$ cat src/rtl/crc16_paket_denetleyici.sv
// crc16_paket_denetleyici: frame sequencer around a byte-wise CRC-16/CCITT-FALSE
// engine. In generate mode it forwards N payload bytes and appends the CRC, MSB
// first. In check mode it forwards the payload, consumes the two trailing CRC
// bytes and flags a mismatch on hata_o.
module crc16_paket_denetleyici #(
  parameter int MAX_LEN = 256,
  parameter int LEN_W   = 9
) (
  input  logic             clk_i,
  input  logic             rst_i,
  input  logic             baslat_i,
  input  logic             mod_i,
  input  logic [LEN_W-1:0] uzunluk_i,
  input  logic [7:0]       giris_byte_i,
  input  logic             giris_gecerli_i,
  output logic             giris_hazir_o,
  output logic [7:0]       cikis_byte_o,
  output logic             cikis_gecerli_o,
  input  logic             cikis_hazir_i,
  output logic [15:0]      crc_o,
  output logic             mesgul_o,
  output logic             bitti_o,
  output logic             hata_o
);

  typedef enum logic [2:0] {
    BOSTA, VERI, CRC_Y, CRC_D, KONTROL_Y, KONTROL_D, SONUC
  } durum_t;

  localparam logic [LEN_W-1:0] MAX_LEN_V = LEN_W'(MAX_LEN);
  localparam logic [LEN_W-1:0] BIR       = LEN_W'(1);

  durum_t           durum_q, durum_d;
  logic [15:0]      crc_q, crc_d;
  logic [LEN_W-1:0] kalan_q, kalan_d;
  logic             mod_q, mod_d;
  logic             hata_q, hata_d;
  logic [7:0]       yuksek_q, yuksek_d;

  // One CRC-16 step over a byte, unrolled bit-serially (poly 0x1021, MSB first).
  function automatic logic [15:0] crc_adim(input logic [15:0] crc,
                                           input logic [7:0]  veri);
    logic [15:0] c;
    c = crc ^ {veri, 8'h00};
    for (int i = 0; i < 8; i++) begin
      c = c[15] ? ((c << 1) ^ 16'h1021) : (c << 1);
    end
    return c;
  endfunction

  // Handshake signals: payload pass-through in VERI, CRC bytes out or in afterwards.
  always_comb begin
    // NOTE: every output gets a default first so no path through the case infers a latch.
    giris_hazir_o   = 1'b0;
    cikis_gecerli_o = 1'b0;
    cikis_byte_o    = 8'h00;
    unique case (durum_q)
      VERI: begin
        giris_hazir_o   = cikis_hazir_i;
        cikis_gecerli_o = giris_gecerli_i;
        cikis_byte_o    = giris_byte_i;
      end
      CRC_Y: begin
        cikis_gecerli_o = 1'b1;
        cikis_byte_o    = crc_q[15:8];
      end
      CRC_D: begin
        cikis_gecerli_o = 1'b1;
        cikis_byte_o    = crc_q[7:0];
      end
      KONTROL_Y, KONTROL_D: giris_hazir_o = 1'b1;
      default: ;
    endcase
  end

  // Next-state logic for the sequencer, CRC register, byte counter and error flag.
  always_comb begin
    durum_d  = durum_q;
    crc_d    = crc_q;
    kalan_d  = kalan_q;
    mod_d    = mod_q;
    hata_d   = hata_q;
    yuksek_d = yuksek_q;
    unique case (durum_q)
      BOSTA: begin
        if (baslat_i) begin
          if (uzunluk_i == '0 || uzunluk_i > MAX_LEN_V) begin
            hata_d  = 1'b1;
            durum_d = SONUC;
          end else begin
            crc_d   = 16'hFFFF;
            kalan_d = uzunluk_i;
            mod_d   = mod_i;
            hata_d  = 1'b0;
            durum_d = VERI;
          end
        end
      end
      VERI: begin
        if (giris_gecerli_i && cikis_hazir_i) begin
          crc_d   = crc_adim(crc_q, giris_byte_i);
          kalan_d = kalan_q - BIR;
          if (kalan_q == BIR) durum_d = mod_q ? KONTROL_Y : CRC_Y;
        end
      end
      CRC_Y: if (cikis_hazir_i) durum_d = CRC_D;
      CRC_D: if (cikis_hazir_i) durum_d = SONUC;
      KONTROL_Y: begin
        if (giris_gecerli_i) begin
          yuksek_d = giris_byte_i;
          durum_d  = KONTROL_D;
        end
      end
      KONTROL_D: begin
        if (giris_gecerli_i) begin
          hata_d  = ({yuksek_q, giris_byte_i} != crc_q);
          durum_d = SONUC;
        end
      end
      SONUC:   durum_d = BOSTA;
      default: durum_d = BOSTA;
    endcase
  end

  // State register with synchronous reset; reset discards any partial frame.
  always_ff @(posedge clk_i) begin
    // NOTE: non-blocking assignments so every flop samples the pre-edge value of the others.
    if (rst_i) begin
      durum_q  <= BOSTA;
      crc_q    <= 16'hFFFF;
      kalan_q  <= '0;
      mod_q    <= 1'b0;
      hata_q   <= 1'b0;
      yuksek_q <= 8'h00;
    end else begin
      durum_q  <= durum_d;
      crc_q    <= crc_d;
      kalan_q  <= kalan_d;
      mod_q    <= mod_d;
      hata_q   <= hata_d;
      yuksek_q <= yuksek_d;
    end
  end

  assign crc_o    = crc_q;
  assign mesgul_o = (durum_q != BOSTA);
  assign bitti_o  = (durum_q == SONUC);
  assign hata_o   = hata_q;

endmodule

$ cat config.mk
export PLATFORM = sky130hd
export DESIGN_NAME = crc16_paket_denetleyici
export DESIGN_NICKNAME = d
export VERILOG_FILES = /design/src/rtl/crc16_paket_denetleyici.sv
export SDC_FILE = /design/constraint.sdc
export NUM_CORES = 1
export LEC_CHECK = 0
export BUFFER_PORTS_ARGS = -buffer_cell sky130_fd_sc_hd__buf_4
export CAP_MARGIN = 20
export CELL_PAD_IN_SITES_DETAIL_PLACEMENT = 0
export CELL_PAD_IN_SITES_GLOBAL_PLACEMENT = 1
export CORE_UTILIZATION = 45
export CTS_BUF_LIST = sky130_fd_sc_hd__clkbuf_4
export CTS_CLUSTER_DIAMETER = 80
export DETAILED_ROUTE_END_ITERATION = 16
export PLACE_DENSITY_LB_ADDON = 0.1
export SLEW_MARGIN = 20
export SYNTH_ARGS = -nofsm -noshare
export SYNTH_HDL_FRONTEND = slang
export SYNTH_SLANG_ARGS = --single-unit
$ cat constraint.sdc
create_clock -name clk_i -period 2.5 [get_ports clk_i]
set_input_delay 0.5 -clock clk_i [delete_from_list [all_inputs] [get_ports clk_i]]
set_output_delay 0.5 -clock clk_i [all_outputs]
set_load 0.005 [all_outputs]
==> metrics.md <==
| Metric | Value |
|---|---|
| Outcome | finished, final reports clean |
| Max-slew violation count | 0 |
| EDFF count, synth | 0 |
| Final hold vios | 0 |
| Startpoint types | register |
| I/O pins | 52 |
| Root buf cell | clkbuf_4 |
| Layout Skew | 0.00871 ns |
| Clock transition at path regs | 0.11 ns |
| Critical path class | reg2out |
| Ys flop type | dfxtp_1 |
| Post-Syn Area | 2570 sq um |
| Area grow syn2layout | 18.7% |
| Synth Area per Inst | 8.97 sq um |
| Post-route clock period utilization | 86.8% |
| Antenna cells | 0 |
| RSZ-0062 raised after global routing | no |
| Power Density | 978 nW/um^2 |
| Post-CTS setup buffers | 0 |
| Seq/Total Area, Yosys | 29.6% |
| Synth cell types | 58 |
| Total global routing overflow | 0 |
| Core footprint | 5510 sq um |
| All-Layer GR Usage | 22.9% |
| Final core occ | 55.5% |
| Resize count post-CTS | 0 |
| Initial antenna violation count | 0 |
| Clock buffer depth | 2 |
| Worst R2R Start | durum_q[1] |
| Non-Filler Instances | 409 |
| DRT Wirelength | 6430 microns |
| Final setup viols | 0 |
| I/O Buffers | 51 |
| HPWL after DPL | 4730 microns |
| Post-route DRC | 0 |
| Largest net degree at the start of global routing | 27 |
| Min-delay src | mod_i |
| Synth Instances | 287 |
| Worst-skew pair later-pin latency | 0.34 ns |
| Number of buffers created by CTS | 5 |
| Synth warnings | 0 |
| Chip Width | 77.6 microns |
| H-tree depth | 2 |
| WP data required | 2.00 ns |
| Drt first-iter violations | 122 |
| Number of cells after detailed placement | 401 |
| Sink Count | 38 |
| Worst-margin pin slew | 0.565 ns |
| Die Y | 77.6 microns |
| Ratio of cells with drive above 1 in the final layout | 27.6% |
| CP max FO | 11 |
| Via count normalized by instance count | 5.48 |
| Maximum VDD drop | 0.485 mV |
| Max-cap violations | 0 |
| Final net count | 361 |
| Post-synthesis register bit count | 38 |
| Initial Util | 46.7% |
| Drt pass-1 iters | 4 |
| Sum Neg Setup Slack | 0 ns |
| Final worst path period need | 2.17 ns |
| Wire per inst | 15.7 microns |
| Antenna Nets Post-Route | 0 |
| Via count | 2242 |
| CTS tree | done |
| GP Congestion | 0.805 |
| Leakage | 1.14 nW |
| Cts hold-fix bufs | 0 |
| CP Launch Point | durum_q[1] |
| Slew headroom | 62.2% |
| Worst min path class | in2reg |
| DIE AREA | 6030 sq um |
| Num rows | 27 |
| FMAX | 461 MHz |
| First-pass GRT wire length | 10800 microns |
| Worst Path Arrival | 1.67 ns |
| Setup crit end kind | output port |
| Vias in the first global route | 2157 |
| Ys async rst share | 0% |
| Syn Nets | 312 |
[cells in the mapped netlist, types with 3 or more instances]
cell type	n	area (sq um)
xnor2_1	32	280
buf_6	4	45.0
a21oi_1	19	95.1
xor2_1	8	70.1
mux2i_1	16	160
dfxtp_1	38	761
buf_2	6	30.0
nor3_1	8	40.0
nand2_1	15	56.3
nand4_1	5	31.3
a2bb2oi_2	10	150
o22a_1	5	43.8
nand3_1	3	15.0
a22oi_1	3	22.5
inv_1	10	37.5
nor2_1	36	135
nor4_1	3	18.8
clkbuf_1	5	18.8
or3_1	3	18.8
o21ai_0	7	35.0
o21ai_1	4	20.0
[per-layer routing]
metal | global-route usage, % | routed length (microns) | up-vias
met4 | 6.60 | 88 | 0
met3 | 4.24 | 249 | 6
met2 | 39.1 | 3150 | 46
met5 | 0 | 0 | -
li1 | - | - | 1128
met1 | 29.2 | 2950 | 1062
[cells in the final DEF (no fill, tap or decap), types with 2 or more instances in the layout]
master      n
a21oi_1    19
a221oi_1    2
a22oi_1     3
a2bb2oi_2  10
a31o_2      2
and3_1      2
buf_4      59
clkbuf_4    6
dfxtp_1    38
ha_1        2
inv_1      10
mux2i_1    16
nand2_1    15
nand2b_1    2
nand3_1     3
nand4_1     5
nor2_1     36
nor2b_1     2
nor3_1      8
nor4_1      3
nor4_4      2
o21ai_0     7
o21ai_1     4
o22a_1      5
o31ai_1     2
o32ai_1     2
o32ai_2     2
or3_1       3
xnor2_1    32
xor2_1      8
[critical path: stages (launching register included)]
cell     delay [ns]
dfxtp_1        0.58
inv_1          0.31
nor2_1         0.17
a21oi_1        0.05
nor2_1         0.10
buf_4          0.12
[where the power goes]
part | switching (mW) | leakage, nW | internal (mW)
registers | 0.132 | 0.309 | 0.721
logic | 1.00 | 0.795 | 0.815
clock network | 0.200 | 0.0331 | 0.117
[final timing paths]
| path | end | slack (ns) | cells past startpoint |
|---|---|---|---|
| max reg2reg | crc_o[3] | 0.49 | 4 |
| min | mod_q | 0.42 | 3 |
| min reg2reg | kalan_q[8] | 0.50 | 2 |
| max | cikis_byte_o[4] | 0.33 | 5 |
[sequential cells by signal, summed over array words and instances (netlist names)]
register  cells
crc_o        16
durum_q       3
hata_o        1
kalan_q       9
mod_q         1
yuksek_q      8
[cell type report]
type / instances / area [sq um]
Tap cell: 72 / 90.1
Fill cell: 542 / 2450
Clock buffer: 6 / 45.0
Timing Repair Buffer: 59 / 443
Sequential cell: 38 / 761
Clock inverter: 2 / 8.76
Inverter: 10 / 37.5
Multi-Input combinational cell: 222 / 1670
[stage by stage]
step / total power, mW / cell area [sq um] / hold WS (ns) / worst slack (ns)
floorplan: 2.14 / 2570 / 0.455 / 0.734
global placement: 2.70 / 3000 / 0.490 / 0.488
detailed placement: 2.69 / 3000 / 0.486 / 0.455
CTS: 3.01 / 3060 / 0.411 / 0.311
global route: 3.24 / 3060 / 0.409 / 0.172
finish: 2.99 / 3060 / 0.424 / 0.330
[logic make-up after synthesis]
family / Yosys count / synth area share (%)
xor+xnor: 41 / 14.2
fa+ha+maj: 2 / 0.972
compound gates: 71 / 23.2
mux: 16 / 6.22
flops: 38 / 29.6
buf+inv: 27 / 5.54
simple gates: 92 / 20.2
(Power assumes the default switching activity.)
